### config.mk
export PLATFORM = sky130hd
export DESIGN_NAME = mdu_issue_ctrl_flat
export DESIGN_NICKNAME = d
export VERILOG_FILES = /design/src/rtl/mdu_issue_ctrl_if.sv /design/src/rtl/mdu_issue_ctrl.sv /design/src/flat_wrapper.sv
export SDC_FILE = /design/constraint.sdc
export NUM_CORES = 1
export LEC_CHECK = 0
export BUFFER_PORTS_ARGS = -buffer_cell sky130_fd_sc_hd__buf_2
export CORE_ASPECT_RATIO = 1.25
export CORE_MARGIN = 2
export CORE_UTILIZATION = 35
export DETAILED_ROUTE_END_ITERATION = 6
export PLACE_DENSITY = 0.65
export SETUP_SLACK_MARGIN = 0.5
export SLEW_MARGIN = 20
export SYNTH_ARGS = -nofsm -noshare
export SYNTH_HDL_FRONTEND = slang
export SYNTH_SLANG_ARGS = --single-unit
export TNS_END_PERCENT = 50
### constraint.sdc
create_clock -name clk -period 3.55 [get_ports clk]
set_input_delay 1.065 -clock clk [delete_from_list [all_inputs] [get_ports clk]]
set_output_delay 1.065 -clock clk [all_outputs]
set_load 0.1 [all_outputs]
### src/rtl/mdu_issue_ctrl_if.sv
// Signal bundle between the dual-issue pipeline, the mul/div issue controller
// and the shared iterative multiply/divide unit.
interface mdu_issue_ctrl_if;
    logic        req0_valid;
    logic        req0_is_div;
    logic        req0_signed;
    logic [31:0] req0_a;
    logic [31:0] req0_b;
    logic        req1_valid;
    logic        req1_is_div;
    logic        req1_signed;
    logic [31:0] req1_a;
    logic [31:0] req1_b;
    logic        flush;
    logic [1:0]  mult_op;
    logic [1:0]  div_op;
    logic [31:0] opa;
    logic [31:0] opb;
    logic        mult_done;
    logic        div_done;
    logic [63:0] mult_result;
    logic [63:0] div_result;
    logic        stall;
    logic        hilo_we;
    logic [63:0] hilo_wdata;
    logic        busy;

    // Controller side
    modport slave (
        input  req0_valid, req0_is_div, req0_signed, req0_a, req0_b,
        input  req1_valid, req1_is_div, req1_signed, req1_a, req1_b,
        input  flush, mult_done, div_done, mult_result, div_result,
        output mult_op, div_op, opa, opb, stall, hilo_we, hilo_wdata, busy
    );

    // Pipeline / unit side
    modport master (
        output req0_valid, req0_is_div, req0_signed, req0_a, req0_b,
        output req1_valid, req1_is_div, req1_signed, req1_a, req1_b,
        output flush, mult_done, div_done, mult_result, div_result,
        input  mult_op, div_op, opa, opb, stall, hilo_we, hilo_wdata, busy
    );
endinterface

### src/rtl/mdu_issue_ctrl.sv
// Issue controller that serialises up to two mul/div requests onto one shared
// iterative unit and writes each result to HI/LO, with flush and drain support.
module mdu_issue_ctrl (
    input  logic             clk,
    input  logic             reset,
    mdu_issue_ctrl_if.slave  bus
);
    typedef enum logic [2:0] {
        S_IDLE   = 3'd0,
        S_ISSUE  = 3'd1,
        S_WAIT   = 3'd2,
        S_COMMIT = 3'd3,
        S_DRAIN  = 3'd4
    } state_t;

    typedef struct packed {
        logic        is_div;
        logic        sgn;
        logic [31:0] a;
        logic [31:0] b;
    } req_t;

    state_t      state_q, state_d;
    req_t        cur_q, cur_d;
    req_t        pend_q, pend_d;
    logic        pend_v_q, pend_v_d;
    logic        done_prev_q, done_prev_d;
    logic [63:0] res_q, res_d;
    logic [7:0]  wdog_q, wdog_d;

    req_t        slot0, slot1;
    logic        any_valid;
    logic        sel_done;
    logic        done_rise;
    logic [1:0]  start_code;

    assign slot0     = {bus.req0_is_div, bus.req0_signed, bus.req0_a, bus.req0_b};
    assign slot1     = {bus.req1_is_div, bus.req1_signed, bus.req1_a, bus.req1_b};
    assign any_valid = bus.req0_valid | bus.req1_valid;
    // Only the unit owning the current op can complete it.
    assign sel_done   = cur_q.is_div ? bus.div_done : bus.mult_done;
    assign done_rise  = sel_done & ~done_prev_q;
    assign start_code = cur_q.sgn ? 2'b10 : 2'b01;

    always_ff @(posedge clk) begin
        if (reset) begin
            state_q     <= S_IDLE;
            cur_q       <= '0;
            pend_q      <= '0;
            pend_v_q    <= 1'b0;
            done_prev_q <= 1'b1;
            res_q       <= 64'd0;
            wdog_q      <= 8'd0;
        end else begin
            state_q     <= state_d;
            cur_q       <= cur_d;
            pend_q      <= pend_d;
            pend_v_q    <= pend_v_d;
            done_prev_q <= done_prev_d;
            res_q       <= res_d;
            wdog_q      <= wdog_d;
        end
    end

    always_comb begin
        state_d     = state_q;
        cur_d       = cur_q;
        pend_d      = pend_q;
        pend_v_d    = pend_v_q;
        res_d       = res_q;
        done_prev_d = sel_done;

        case (state_q)
            S_IDLE: begin
                if (!bus.flush && any_valid) begin
                    cur_d = bus.req0_valid ? slot0 : slot1;
                    if (bus.req0_valid && bus.req1_valid) begin
                        pend_d   = slot1;
                        pend_v_d = 1'b1;
                    end
                    state_d = S_ISSUE;
                end
            end
            S_ISSUE: begin
                if (bus.flush) begin
                    pend_v_d = 1'b0;
                    state_d  = S_IDLE;
                end else begin
                    state_d = S_WAIT;
                end
            end
            S_WAIT: begin
                // A unit that finishes as the flush arrives needs no draining.
                if (bus.flush) begin
                    pend_v_d = 1'b0;
                    state_d  = done_rise ? S_IDLE : S_DRAIN;
                end else if (done_rise) begin
                    res_d   = cur_q.is_div ? bus.div_result : bus.mult_result;
                    state_d = S_COMMIT;
                end
            end
            S_COMMIT: begin
                if (bus.flush) begin
                    pend_v_d = 1'b0;
                    state_d  = S_IDLE;
                end else if (pend_v_q) begin
                    cur_d    = pend_q;
                    pend_v_d = 1'b0;
                    state_d  = S_ISSUE;
                end else begin
                    state_d = S_IDLE;
                end
            end
            S_DRAIN: begin
                if (sel_done && done_prev_q) begin
                    state_d = S_IDLE;
                end
            end
            default: state_d = S_IDLE;
        endcase

        wdog_d = 8'd0;
        if ((state_d == S_WAIT || state_d == S_DRAIN) && state_d == state_q) begin
            wdog_d = (wdog_q == 8'hFF) ? wdog_q : wdog_q + 8'd1;
        end
    end

    always_comb begin
        bus.mult_op    = 2'b00;
        bus.div_op     = 2'b00;
        bus.opa        = cur_q.a;
        bus.opb        = cur_q.b;
        bus.hilo_we    = 1'b0;
        bus.hilo_wdata = res_q;
        bus.busy       = (state_q != S_IDLE);
        bus.stall      = 1'b0;

        if (state_q == S_ISSUE && !bus.flush) begin
            if (cur_q.is_div) bus.div_op  = start_code;
            else              bus.mult_op = start_code;
        end
        if (state_q == S_COMMIT && !bus.flush) begin
            bus.hilo_we = 1'b1;
        end

        if (!bus.flush) begin
            case (state_q)
                S_IDLE:   bus.stall = any_valid;
                S_ISSUE:  bus.stall = 1'b1;
                S_WAIT:   bus.stall = 1'b1;
                S_COMMIT: bus.stall = pend_v_q;
                S_DRAIN:  bus.stall = any_valid;
                default:  bus.stall = 1'b0;
            endcase
        end
    end

    a_one_start: assert property (@(posedge clk) disable iff (reset)
        !((|bus.mult_op) && (|bus.div_op)));
    a_start_in_issue: assert property (@(posedge clk) disable iff (reset)
        ((|bus.mult_op) || (|bus.div_op)) |-> (state_q == S_ISSUE));
    a_wdog_scope: assert property (@(posedge clk) disable iff (reset)
        (wdog_q != 8'd0) |-> (state_q == S_WAIT || state_q == S_DRAIN));

endmodule
### src/flat_wrapper.sv
// flat-port wrapper written by rule: the top's interface ports become plain ports
module mdu_issue_ctrl_flat 
  (clk, reset, bus_req0_valid, bus_req0_is_div, bus_req0_signed, bus_req0_a, bus_req0_b, bus_req1_valid, bus_req1_is_div, bus_req1_signed, bus_req1_a, bus_req1_b, bus_flush, bus_mult_done, bus_div_done, bus_mult_result, bus_div_result, bus_mult_op, bus_div_op, bus_opa, bus_opb, bus_stall, bus_hilo_we, bus_hilo_wdata, bus_busy);
  mdu_issue_ctrl_if bus_i ();
  input  logic clk;
  input  logic reset;
  input wire logic [$bits(bus_i.req0_valid)-1:0] bus_req0_valid;
  input wire logic [$bits(bus_i.req0_is_div)-1:0] bus_req0_is_div;
  input wire logic [$bits(bus_i.req0_signed)-1:0] bus_req0_signed;
  input wire logic [$bits(bus_i.req0_a)-1:0] bus_req0_a;
  input wire logic [$bits(bus_i.req0_b)-1:0] bus_req0_b;
  input wire logic [$bits(bus_i.req1_valid)-1:0] bus_req1_valid;
  input wire logic [$bits(bus_i.req1_is_div)-1:0] bus_req1_is_div;
  input wire logic [$bits(bus_i.req1_signed)-1:0] bus_req1_signed;
  input wire logic [$bits(bus_i.req1_a)-1:0] bus_req1_a;
  input wire logic [$bits(bus_i.req1_b)-1:0] bus_req1_b;
  input wire logic [$bits(bus_i.flush)-1:0] bus_flush;
  input wire logic [$bits(bus_i.mult_done)-1:0] bus_mult_done;
  input wire logic [$bits(bus_i.div_done)-1:0] bus_div_done;
  input wire logic [$bits(bus_i.mult_result)-1:0] bus_mult_result;
  input wire logic [$bits(bus_i.div_result)-1:0] bus_div_result;
  output wire logic [$bits(bus_i.mult_op)-1:0] bus_mult_op;
  output wire logic [$bits(bus_i.div_op)-1:0] bus_div_op;
  output wire logic [$bits(bus_i.opa)-1:0] bus_opa;
  output wire logic [$bits(bus_i.opb)-1:0] bus_opb;
  output wire logic [$bits(bus_i.stall)-1:0] bus_stall;
  output wire logic [$bits(bus_i.hilo_we)-1:0] bus_hilo_we;
  output wire logic [$bits(bus_i.hilo_wdata)-1:0] bus_hilo_wdata;
  output wire logic [$bits(bus_i.busy)-1:0] bus_busy;
  assign bus_i.req0_valid = bus_req0_valid;
  assign bus_i.req0_is_div = bus_req0_is_div;
  assign bus_i.req0_signed = bus_req0_signed;
  assign bus_i.req0_a = bus_req0_a;
  assign bus_i.req0_b = bus_req0_b;
  assign bus_i.req1_valid = bus_req1_valid;
  assign bus_i.req1_is_div = bus_req1_is_div;
  assign bus_i.req1_signed = bus_req1_signed;
  assign bus_i.req1_a = bus_req1_a;
  assign bus_i.req1_b = bus_req1_b;
  assign bus_i.flush = bus_flush;
  assign bus_i.mult_done = bus_mult_done;
  assign bus_i.div_done = bus_div_done;
  assign bus_i.mult_result = bus_mult_result;
  assign bus_i.div_result = bus_div_result;
  assign bus_mult_op = bus_i.mult_op;
  assign bus_div_op = bus_i.div_op;
  assign bus_opa = bus_i.opa;
  assign bus_opb = bus_i.opb;
  assign bus_stall = bus_i.stall;
  assign bus_hilo_we = bus_i.hilo_we;
  assign bus_hilo_wdata = bus_i.hilo_wdata;
  assign bus_busy = bus_i.busy;
  mdu_issue_ctrl u_core (.clk(clk), .reset(reset), .bus(bus_i));
endmodule
After elaboration in Yosys (flattened, before gate mapping)
Index checks and enable logic that the tools add are counted.
Widths: inputs -> output; s select.
{ "word_totals": {"regBits": 201, "latchBits": 0, "mem_bits_rw": 0, "romBits": 0, "input_bits": 267, "output_inout_bits": 135, "word_cells": 72, "mem_count": 0} }
{ "op_classes": {"addsub": 0, "n_mul": 0, "n_div": 0, "magnitude_cmp": 0, "n_eq_ne": 11, "n_shift": 0, "n_mux": 28, "n_bitwise": 4, "n_reduce_logical": 17} }
{ "op_table": {"columns": ["op", "count"], "rows": [
  ["$mux 66", 4],
  ["$pmux 66 s2", 1],
  ["$mux 64", 1],
  ["$mux 3", 6],
  ["$pmux 3 s5", 1],
  ["$mux 2", 6],
  ["$ne 2x1->1 const B", 5],
  ["$reduce_and 3->1", 3],
  ["$reduce_and 4->1", 2],
  ["$mux 1", 7],
  ["$eq 3x2->1 const B", 2],
  ["$pmux 1 s3", 2],
  ["$reduce_bool 3->1", 2],
  ["$logic_and 1x1->1", 5],
  ["$reduce_or 2->1", 2],
  ["$eq 3x1->1 const B", 1],
  ["$eq 3x3->1 const B", 1],
  ["$logic_not 3->1", 1],
  ["$ne 3x2->1 const B", 1],
  ["$ne 2x2->1 const B", 1],
  ["$not 1->1", 2],
  ["$reduce_bool 2->1", 1],
  ["$and 1x1->1", 1],
  ["$logic_not 1->1", 1],
  ["$or 1x1->1", 1]
]} }

Depth between registers and ports, before layout
Gate-level depths: netlist of the first run.
{ "depth": {"depth_word": 5, "depth_mapped": 8, "ltp_nobuf": 4} }

Worst setup path after synthesis of the first run
Ideal clock, no wire load.
{ "synth_path": {"path_type": "input-to-output", "from": "in bus_flush", "to": "out bus_mult_op[1]", "t_arrival_ns": 4.902, "required_ns": 2.485, "setup_slack_ns": -2.417, "path_stages": 5, "path_buffers": 3, "path_cell_list": "buf_2 -> or2_1 -> buf_2 -> buf_1 -> nor4b_1"} }
{ "synth_between": {"elab_chain_len": 3} }
{ "synth_lines": {"columns": ["element", "line_no", "source"], "rows": [
  ["from (decl)", "flat_wrapper.sv:17", "input wire logic [$bits(bus_i.flush)-1:0] bus_flush;"],
  ["$logic_not 1->1", "mdu_issue_ctrl.sv:138", "if (state_q == S_ISSUE && !bus.flush) begin"],
  ["$logic_and 1x1->1", "mdu_issue_ctrl.sv:138", null],
  ["$mux 2", "mdu_issue_ctrl.sv:138", null],
  ["to (decl)", "flat_wrapper.sv:22", "output wire logic [$bits(bus_i.mult_op)-1:0] bus_mult_op;"]
]} }
No other way between the ends.

Final worst setup path of the first run
{ "layout_path": {"from": "in bus_flush", "to": "out bus_mult_op[0]"} }
The elaborated chain is that of the path after synthesis.

==> impl_summary.txt, run 1 <==
----------------------------------------------------
[Yosys]
  Ys Warns ... 0
  Distinct cell type count of the synthesized netlist ... 36
  Fraction of registers with async set/reset ... 0%
  Mapped Avg Cell Area ... 8.60 um^2
  Main synth FF type ... sky130_fd_sc_hd__dfxtp_1
  Sequential cell area fraction in the yosys report ... 40.9%
  Synthesized area ... 0.00984 mm^2
  Synthesized instance count ... 1,144
  Number of flip-flops and latches in the synthesized netlist ... 201
  Number of synthesized flops with an enable pin ... 0
  Post-Syn Nets ... 1,411

[Clocking]
  Reg clk slew, reported paths ... 0.06 ns
  Maximum root-to-sink buffer count ... 3
  Root cell of the clock tree ... sky130_fd_sc_hd__clkbuf_16
  Deepest level of the CTS H-tree ... 1
  Clock latency on the worst-skew pair ... 0.52 ns
  Clock tree from TritonCTS ... done
  CTS hold repair buffers ... 0
  CTS sink cnt ... 201
  CTS buffer count ... 22

[Setup path]
  Worst Path Required ... 2.48 ns
  Data arrival time at the worst-slack endpoint ... 2.00 ns
  Crit-path slowest cell ... sky130_fd_sc_hd__or2_4
  Critical path type ... in2out
  Largest driver fanout on the critical path ... 3
  Worst setup SP type ... input port
  Cell breakdown of the critical path ... buf_8 > or2_4 > buf_4 > nor4_4 > buf_12
  Worst path max stage delay ... 0.26 ns
  CP endpoint kind ... output port

[STA]
  Final clock period utilization by the worst path ... 86.4%
  Setup WS post-layout ... 0.483 ns
  Tmin final ... 3.07 ns
  Maximum clock rate ... 326 MHz
  Transition time of the tightest slew-check pin ... 0.862 ns
  Final-report setup violation count ... 0
  Number of hold violations in the final report ... 0
  Slew margin rel. ... 42.5%
  Max-slew violation total from the final report ... 0
  Setup repair after global routing missed its margin ... yes
  Maximum clock skew at final layout ... 0.0233 ns
  Worst hold margin ... 0.456 ns
  Sum of negative setup slack ... 0 ns

[Die]
  I/O Pins ... 402
  Die Height ... 191 um
  DIE AREA ... 0.0295 mm^2
  Cell Rows ... 68
  Starting Density ... 35.6%
  X dimension of the die ... 154 um
  Core area ... 0.0277 mm^2

[Flow run]
  Max-Cap Viols ... 0

[GRT]
  Wire length of the first global-routing pass ... 47.2 mm
  Number of antenna violations at the first check in global routing ... 5
  Number of global-route vias before repair ... 8,923
  Overall Global Routing Usage ... 19.7%
  Remaining global-route overflow ... 0
  Pin count of the biggest net entering global routing ... 129

[Route]
  Via count of the routed design ... 9,198
  Routed length per instance ... 17.3 um
  Routed vias/inst ... 5.17
  Total wire length after detailed routing ... 30.9 mm
  DRT Pass-1 Iters ... 5
  DRC viols ... 0
  Post-route antenna net violation count ... 0
  Initial drt markers ... 462

[Final layout]
  Share of cells above drive strength 1 ... 35.7%
  Final #Nets ... 1,681
  Count of non-filler cells in the finished layout ... 1,780
  Synthesis-to-finish area growth ... 26.2%

[Pwr]
  Switching power share of the total ... 32.2%
  Static power due to leakage ... 5.26 nW
  Total power of the final layout ... 0.00600 W
  Total net switching power ... 0.00193 W
  Internal power of the cells ... 0.00407 W
  Clk pwr share ... 38.1%
  Combinational fraction of design power ... 21.6%
  Part of the total power dissipated in sequential elements ... 40.3%
  Power per standard cell area ... 483 mW/mm^2
  Maximum resistive drop on vdd ... 0.368 mV

[Place]
  Number of port buffers ... 401
  Placement-stage worst setup slack ... 0.275 ns
  Half-perimeter wire length of the detailed placement result ... 20.9 mm
  Placed cells ... 1,738
  Routability Congestion ... 0.793

[Min path]
  Worst min-delay path category ... reg2reg

[Status]
  Result of the run ... finished clean

----------------------------------------------------
[final timing paths]
check                         start                 end  slack [ns]  cells after the start
setup / recovery          bus_flush      bus_mult_op[0]        0.48                      5
hold / removal    u_core.pend_q[43]   u_core.pend_q[43]        0.46                      2
setup reg to reg  u_core.state_q[2]  u_core.bus.opa[31]        0.99                      6
hold reg to reg   u_core.pend_q[43]   u_core.pend_q[43]        0.46                      2
[timing repair]
action	CTS	global route
endpoints found under the setup margin	5	6
setup buffers	2	0
pin swaps	1	2
gates resized for setup	6	7
[per-layer routing]
| layer | GRT usage [%] | part of all wire (%) | up-vias |
|---|---|---|---|
| li1 | - | - | 4536 |
| met1 | 24.6 | 41 | 4256 |
| met2 | 33.6 | 48 | 359 |
| met3 | 4.90 | 8.3 | 45 |
| met4 | 5.90 | 2.3 | 2 |
| met5 | 0 | 0.026 | - |
[logic make-up after synthesis]
kind of cell | Yosys count | share of synthesized area, %
xor+xnor | 1 | 0.0890
simple gates | 295 | 11.9
mux | 131 | 13.4
buf+inv | 178 | 10.4
compound gates | 338 | 23.3
flops | 201 | 40.9
[placed cells by master (no fill, tap or decap), drive strengths merged, types with 2 or more instances in the layout]
cell type,n
buf,423
nand2,203
dfxtp,201
a21oi,133
mux2i,131
nor2,72
o21ai,69
o2111ai,67
a211oi,65
clkbuf,31
diode,3
nor4,3
clkinv,3
or2,3
a2111oi,2
nor2b,2
bufinv,2
inv,2
nand2b,2
nor3,2
or3,2
[registers in the layout (all words and copies together) (netlist names)]
name and flops:
u_core.bus.hilo_wdata 64, u_core.bus.opa 32, u_core.bus.opb 32, u_core.cur_q 2
u_core.done_prev_q 1, u_core.pend_q 66, u_core.pend_v_q 1, u_core.state_q 3
[cell type report]
class / instances / area, um^2
antenna: 3 / 7.51
clock buffer: 31 / 614
clock inverter: 6 / 97.6
fill: 2722 / 15200
inverter: 1 / 3.75
multi-input combinational: 765 / 4910
sequential: 201 / 4030
tap: 350 / 438
timing repair buffer: 423 / 2330
[per-stage QoR]
step	util, %	cell area [um^2]
4_1_cts	44.8	12400
2_1_floorplan	-	9920
3_3_place_gp	42.1	11600
5_1_grt	44.9	12400
6_report	44.9	12400
3_5_place_dp	42.1	11600
[critical path: cells and delay by family]
kind                   cells  cell delay [ns]
AND/OR/NAND/NOR            2             0.44
buffers and inverters      3             0.49
[cell usage after synthesis, types with 2 or more instances]
master	n	area share, %
sky130_fd_sc_hd__or3_1	2	0.13
sky130_fd_sc_hd__buf_4	74	5.6
sky130_fd_sc_hd__buf_2	29	1.5
sky130_fd_sc_hd__o21ai_0	61	3.1
sky130_fd_sc_hd__o21ai_1	8	0.41
sky130_fd_sc_hd__a2111oi_0	2	0.18
sky130_fd_sc_hd__clkbuf_1	65	2.5
sky130_fd_sc_hd__mux2i_1	130	13
sky130_fd_sc_hd__buf_6	6	0.69
sky130_fd_sc_hd__buf_1	3	0.11
sky130_fd_sc_hd__nor2_1	72	2.7
sky130_fd_sc_hd__nand2b_1	2	0.13
sky130_fd_sc_hd__a211oi_1	29	2.2
sky130_fd_sc_hd__o2111ai_1	67	6.0
sky130_fd_sc_hd__nand2_1	203	7.7
sky130_fd_sc_hd__a21oi_1	133	6.8
sky130_fd_sc_hd__nor2b_1	2	0.13
sky130_fd_sc_hd__dfxtp_1	201	41
sky130_fd_sc_hd__or2_1	2	0.13
sky130_fd_sc_hd__nor4_1	2	0.13
sky130_fd_sc_hd__a211oi_2	36	4.6
[power groups by stage]
stage	logic [W]	registers, W	clock network (W)
2_1_floorplan	0.00100	0.00246	0
3_3_place_gp	0.00129	0.00247	0
3_5_place_dp	0.00129	0.00247	0
4_1_cts	0.00130	0.00242	0.00235
5_1_grt	0.00138	0.00243	0.00245
6_report	0.00129	0.00242	0.00229
(Power assumes the default switching activity.)
==> inputs of run 2 (changes only) <==
- CTS_CLUSTER_SIZE: not set -> 24
- RECOVER_POWER: not set -> 50
==> impl_summary.txt, run 2 (synthesized netlist as in run 1, its figures left out) <==
----------------------------------------------------
[Status]
  Result of the run ... complete, but fails checks
  Violated checks ... max-capacitance violations, max-slew violations

[Pwr]
  Power per standard cell area ... 489 mW/mm^2 (+1.3%)
  Maximum resistive drop on vdd ... 0.367 mV (-0.22%)
  Static power due to leakage ... 4.71 nW (-10%)

[Route]
  Post-route antenna net violation count ... 0 (unchanged)
  Total wire length after detailed routing ... 30.8 mm (-0.14%)
  DRT Pass-1 Iters ... 5 (unchanged)
  Routed length per instance ... 17.3 um (about the same)
  Via count of the routed design ... 9,229 (+0.34%)
  DRC viols ... 0 (unchanged)
  Routed vias/inst ... 5.19 (+0.39%)
  Initial drt markers ... 430 (-6.9%)

[STA]
  Setup WS post-layout ... 0.387 ns (-0.0960 ns)
  Transition time of the tightest slew-check pin ... 1.67 ns (+0.810 ns)
  Maximum clock rate ... 316 MHz (-3.0%)
  Number of hold violations in the final report ... 0 (unchanged)
  Final clock period utilization by the worst path ... 89.1% (+2.7 points)
  Tmin final ... 3.16 ns (+0.0960 ns)
  Max-slew violation total from the final report ... 49 (+49)
  Maximum clock skew at final layout ... 0.0224 ns (-0.000826 ns)
  Setup repair after global routing missed its margin ... yes
  Final-report setup violation count ... 0 (unchanged)
  Slew margin rel. ... -11.5% (-54 points)

[Die]
  DIE AREA ... 0.0295 mm^2 (unchanged)
  Starting Density ... 35.6% (unchanged)
  Core area ... 0.0277 mm^2 (unchanged)
  X dimension of the die ... 154 um (unchanged)
  I/O Pins ... 402 (unchanged)
  Die Height ... 191 um (unchanged)
  Cell Rows ... 68 (unchanged)

[Clocking]
  Clock tree from TritonCTS ... done
  CTS buffer count ... 22 (unchanged)
  Reg clk slew, reported paths ... 0.06 ns (about the same)
  Deepest level of the CTS H-tree ... 1 (unchanged)
  Clock latency on the worst-skew pair ... 0.52 ns (about the same)
  Root cell of the clock tree ... sky130_fd_sc_hd__clkbuf_16
  Maximum root-to-sink buffer count ... 3 (unchanged)
  CTS sink cnt ... 201 (unchanged)

[Setup path]
  Beginning of the worst register-to-register path ... u_core.cur_q[65]
  Worst reg2reg path endpoint ... u_core.bus.hilo_wdata[13]
  Cell breakdown of the critical path ... clkbuf_1 > buf_4 > clkbuf_2 > mux2i_1 > nand2_1 > o2111ai_1 > a21oi_1
  CP endpoint kind ... register
  Worst Setup SP ... bus_req0_valid
  Worst path max stage delay ... 1.26 ns (+1.00 ns)
  Critical path type ... in2reg
  Largest driver fanout on the critical path ... 48 (+45)
  FF-to-FF path depth ... 5 (-1)
  Worst setup SP type ... input port
  Worst Path Required ... 3.94 ns (+1.46 ns)
  Crit-path slowest cell ... sky130_fd_sc_hd__clkbuf_2
  Data arrival time at the worst-slack endpoint ... 3.55 ns (+1.55 ns)
  Internal reg-to-reg setup slack ... 0.82 ns (-0.17 ns)

[Min path]
  Worst min-delay path category ... reg2reg
  Number of instances on the worst hold path ... 2 (unchanged)
  Critical hold path startpoint ... u_core.pend_q[42]
  Min-Delay Endpoint ... u_core.pend_q[42]

[Final layout]
  Most common library cell in the layout ignoring fill and taps ... sky130_fd_sc_hd__buf_2
  Max reg flops ... 66 (unchanged)
  Count of non-filler cells in the finished layout ... 1,779 (-0.056%)
  Final #Nets ... 1,681 (unchanged)
  FILL cells ... 2,803 (+3.0%)
  Share of cells above drive strength 1 ... 26.5% (-9.3 points)
  Top library cells by usage in the layout, fill and taps aside ... sky130_fd_sc_hd__buf_2 (265), sky130_fd_sc_hd__nand2_1 (202), sky130_fd_sc_hd__dfxtp_1 (199)
  Largest register by flop count ... u_core.pend_q
  Synthesis-to-finish area growth ... 24.3%

[Place]
  Placed cells ... 1,738 (unchanged)
  Half-perimeter wire length of the detailed placement result ... 20.9 mm (unchanged)
  Routability Congestion ... 0.793 (unchanged)
  Number of port buffers ... 401 (unchanged)
  Placement-stage worst setup slack ... 0.275 ns (unchanged)

[GRT]
  Remaining global-route overflow ... 0 (unchanged)
  Pin count of the biggest net entering global routing ... 129 (unchanged)
  Wire length of the first global-routing pass ... 47.2 mm (unchanged)
  Number of antenna violations at the first check in global routing ... 5 (unchanged)
  Number of global-route vias before repair ... 8,923 (unchanged)
  Overall Global Routing Usage ... 19.7% (unchanged)

[Flow run]
  Max-Cap Viols ... 1 (+1)

----------------------------------------------------
==> run 2: area by class of cell <==
class	instances	area [um^2]	share of cell area (%)
clock buffer	31	614	5.02
tap	350	438	3.58
sequential	201	4030	32.9
multi-input combinational	765	4880	39.9
clock inverter	6	97.6	0.798
inverter	1	3.75	0.0307
antenna	2	5.00	0.0409
timing repair buffer	423	2160	17.7
==> run 2: what timing repair did <==
action	in CTS	in global routing
pin swaps	1	2
hold endpoints to repair	0	0
setup buffers	2	0
gates resized for setup	6	7
endpoints found under the setup margin	5	6
hold buffers	0	0
==> run 2: metrics by stage <==
step	hold WS [ns]	TNS, ns	instance area [um^2]	total power [W]	util, %
global placement	0.442	0	11600	0.00375	42.1
finish	0.455	0	12200	0.00599	44.2
CTS	0.457	0	12400	0.00607	44.8
detailed placement	0.447	0	11600	0.00376	42.1
floorplan	0.436	-0.761	9920	0.00346	-
global route	0.475	0	12200	0.00624	44.2
==> run 2: worst max-delay path by stage <==
stage                              end  slack (ns)
CTS                     bus_mult_op[0]        0.43
finish              u_core.bus.opb[31]        0.39
global placement         bus_div_op[0]        0.25
detailed placement       bus_div_op[0]        0.27
global route        u_core.bus.opa[26]        0.21
floorplan               bus_mult_op[1]       -0.23
==> run 2: critical path, delay by kind of cell <==
family	cells	cell delay, ns
AO/OA/AOI/OAI	2	0.25
buffers and inverters	3	1.76
multiplexers	1	0.32
AND/OR/NAND/NOR	1	0.09
==> run 2: layer usage <==
layer | global-route usage (%) | part of all wire (%)
met1 | 24.6 | 40
met2 | 33.6 | 48
met3 | 4.90 | 8.7
met4 | 5.90 | 2.5
met5 | 0 | 0.026
==> run 2: report_power, final <==
part	switching [W]	internal, W
logic	0.000923	0.000353
clock network	0.000934	0.00135
registers	0.0000736	0.00235
total	0.00193	0.00406
==> inputs of run 3 (changes only) <==
- CORE_ASPECT_RATIO: 1.25 -> not set
- CTS_BUF_LIST: not set -> sky130_fd_sc_hd__clkbuf_8
==> impl_summary.txt, run 3 (synthesized netlist as in run 1, its figures left out) <==
----------------------------------------------------
[Status]
  Result of the run ... finished clean

[Setup path]
  Worst reg2reg path endpoint ... u_core.bus.hilo_wdata[61]
  Gate family responsible for the most delay along the worst path ... compound AO/OA/AOI/OAI gates
  Crit-path slowest cell ... sky130_fd_sc_hd__a211oi_4
  Worst path max stage delay ... 0.28 ns (-0.98 ns)
  Crit. path cell count ... 6 (-1)
  Worst setup SP type ... input port
  Worst Path Required ... 2.48 ns (-1.46 ns)
  Largest driver fanout on the critical path ... 4 (-92%)
  Internal reg-to-reg setup slack ... 0.69 ns (-0.13 ns)
  Critical path buffer and inverter count ... 2 (-1)
  Cell breakdown of the critical path ... clkbuf_1 > nor2_4 > nand2_1 > o21ai_0 > a211oi_4 > buf_12
  CP endpoint kind ... output port
  FF-to-FF path depth ... 5 (unchanged)
  Critical path type ... in2out
  Beginning of the worst register-to-register path ... u_core.cur_q[65]
  Data arrival time at the worst-slack endpoint ... 2.01 ns (-1.54 ns)

[STA]
  Setup repair after global routing missed its margin ... yes
  Max-slew violation total from the final report ... 0 (-100%)
  Slew margin rel. ... 3.93% (+15 points)
  Final-report setup violation count ... 0 (unchanged)
  Maximum clock rate ... 326 MHz (+3.0%)
  Final clock period utilization by the worst path ... 86.5% (-2.6 points)
  Number of hold violations in the final report ... 0 (unchanged)
  Tmin final ... 3.07 ns (-0.0924 ns)
  Setup WS post-layout ... 0.479 ns (+0.0924 ns)
  Sum of negative setup slack ... 0 ns (unchanged)
  Transition time of the tightest slew-check pin ... 1.44 ns (-0.231 ns)
  Maximum clock skew at final layout ... 0.0151 ns (-0.00728 ns)

[Clocking]
  Deepest level of the CTS H-tree ... 2 (+1)
  Root cell of the clock tree ... sky130_fd_sc_hd__clkbuf_8
  CTS sink cnt ... 201 (unchanged)
  Maximum root-to-sink buffer count ... 3 (unchanged)
  CTS buffer count ... 36 (+64%)
  Reg clk slew, reported paths ... 0.05 ns (about the same)
  Clock latency on the worst-skew pair ... 0.52 ns (about the same)
  Clock tree from TritonCTS ... done

[Pwr]
  Clk pwr share ... 38.4% (+0.2 points)
  Maximum resistive drop on vdd ... 0.240 mV (-35%)
  Total power of the final layout ... 0.00602 W (+0.52%)
  Part of the total power dissipated in sequential elements ... 40.1% (-0.4 points)
  Combinational fraction of design power ... 21.5% (+0.2 points)
  Power per standard cell area ... 489 mW/mm^2 (-0.17%)
  Total net switching power ... 0.00196 W (+1.6%)
  Switching power share of the total ... 32.6% (+0.36 points)
  Static power due to leakage ... 4.93 nW (+4.7%)
  Internal power of the cells ... 0.00406 W (about the same)

[Min path]
  Critical hold path startpoint ... u_core.pend_q[55]
  Worst min-delay path category ... reg2reg
  Number of instances on the worst hold path ... 2 (unchanged)
  Min-Delay Endpoint ... u_core.pend_q[55]

[Route]
  DRC viols ... 0 (unchanged)
  Total wire length after detailed routing ... 31.3 mm (+1.6%)
  DRT Pass-1 Iters ... 5 (unchanged)
  Routed length per instance ... 17.1 um (-1.3%)
  Via count of the routed design ... 9,377 (+1.6%)
  Post-route antenna net violation count ... 0 (unchanged)
  Routed vias/inst ... 5.12 (-1.3%)
  Initial drt markers ... 634 (+47%)

[Die]
  DIE AREA ... 0.0295 mm^2 (about the same)
  I/O Pins ... 402 (unchanged)
  Core area ... 0.0277 mm^2 (+0.19%)
  Starting Density ... 35.5% (-0.069 points)
  Die Height ... 172 um (-10%)
  Cell Rows ... 61 (-10%)
  X dimension of the die ... 172 um (+11%)

[Final layout]
  Most common library cell in the layout ignoring fill and taps ... sky130_fd_sc_hd__buf_2
  Count of non-filler cells in the finished layout ... 1,832 (+3.0%)
  FILL cells ... 2,800 (-0.11%)
  Largest register by flop count ... u_core.pend_q
  Top library cells by usage in the layout, fill and taps aside ... sky130_fd_sc_hd__buf_2 (305), sky130_fd_sc_hd__nand2_1 (203), sky130_fd_sc_hd__dfxtp_1 (199)
  Final #Nets ... 1,696 (+0.89%)
  Synthesis-to-finish area growth ... 25.1%
  Register area ... 0.00403 mm^2 (unchanged)
  Max reg flops ... 66 (unchanged)
  Multi-input gate area ... 0.00482 mm^2 (-1.3%)
  Share of cells above drive strength 1 ... 29.3% (+2.8 points)

[Place]
  Half-perimeter wire length of the detailed placement result ... 21.1 mm (+0.78%)
  Routability Congestion ... 0.781 (-1.5%)
  Number of port buffers ... 401 (unchanged)
  Placement-stage worst setup slack ... 0.290 ns (+0.0155 ns)
  Placed cells ... 1,768 (+1.7%)

[GRT]
  Pin count of the biggest net entering global routing ... 81 (-37%)
  Number of antenna violations at the first check in global routing ... 3 (-2)
  Wire length of the first global-routing pass ... 47.2 mm (+0.16%)
  Overall Global Routing Usage ... 20.2% (+0.45 points)
  Number of global-route vias before repair ... 8,875 (-0.54%)
  Remaining global-route overflow ... 0 (unchanged)

[Flow run]
  Max-Cap Viols ... 0 (-1)

----------------------------------------------------
[run 3: what timing repair did]
action | CTS | global route
endpoints found under the setup margin | 5 | 4
pin swaps | 3 | 1
hold buffers | 0 | 0
setup buffers | 1 | 0
gates resized for setup | 6 | 2
[run 3: worst register-to-register path: cells and delay by family (launching register included)]
family	cells	cell delay (ns)
compound gates	1	0.24
buf+inv	1	0.73
flops	1	0.60
mux	1	0.30
simple gates	2	0.90
[run 3: final cells by class]
| cell class | count | area share [%] |
|---|---|---|
| sequential | 201 | 32.7 |
| inverter | 1 | 0.0305 |
| timing repair buffer | 424 | 18.0 |
| clock buffer | 48 | 5.36 |
| clock inverter | 12 | 0.863 |
| tap | 378 | 3.84 |
| antenna | 3 | 0.0610 |
| multi-input combinational | 765 | 39.1 |
[run 3: through the flow]
step                      cell area [um^2]  hold slack (ns)  util [%]
after floorplan                       9920            0.436         -
after global placement               11700            0.442      42.3
after detailed placement             11700            0.448      42.3
after CTS                            12500            0.456      45.2
after global routing                 12300            0.474      44.5
final                                12300            0.454      44.5
[run 3: worst max path at each step]
stage,startpoint,to,slack (ns)
after floorplan,bus_flush,bus_mult_op[1],-0.23
after global placement,bus_flush,bus_div_op[0],0.28
after detailed placement,bus_req0_valid,bus_stall,0.29
after CTS,bus_flush,bus_div_op[0],0.49
after global routing,bus_flush,u_core.bus.hilo_wdata[63],0.26
final,bus_req0_valid,bus_stall,0.48
[run 3: layer usage]
metal,global-route usage (%),part of all wire [%]
met1,25.6,41
met2,32.8,48
met3,5.27,7.9
met4,7.74,2.9
met5,0,0
[run 3: power by group through the flow]
stage | Combinational (W) | Clock [W] | Sequential (W)
after detailed placement | 0.00131 | 0 | 0.00246
after global placement | 0.00131 | 0 | 0.00246
after floorplan | 0.00100 | 0 | 0.00246
after global routing | 0.00138 | 0.00247 | 0.00243
after CTS | 0.00132 | 0.00237 | 0.00241
final | 0.00129 | 0.00231 | 0.00241
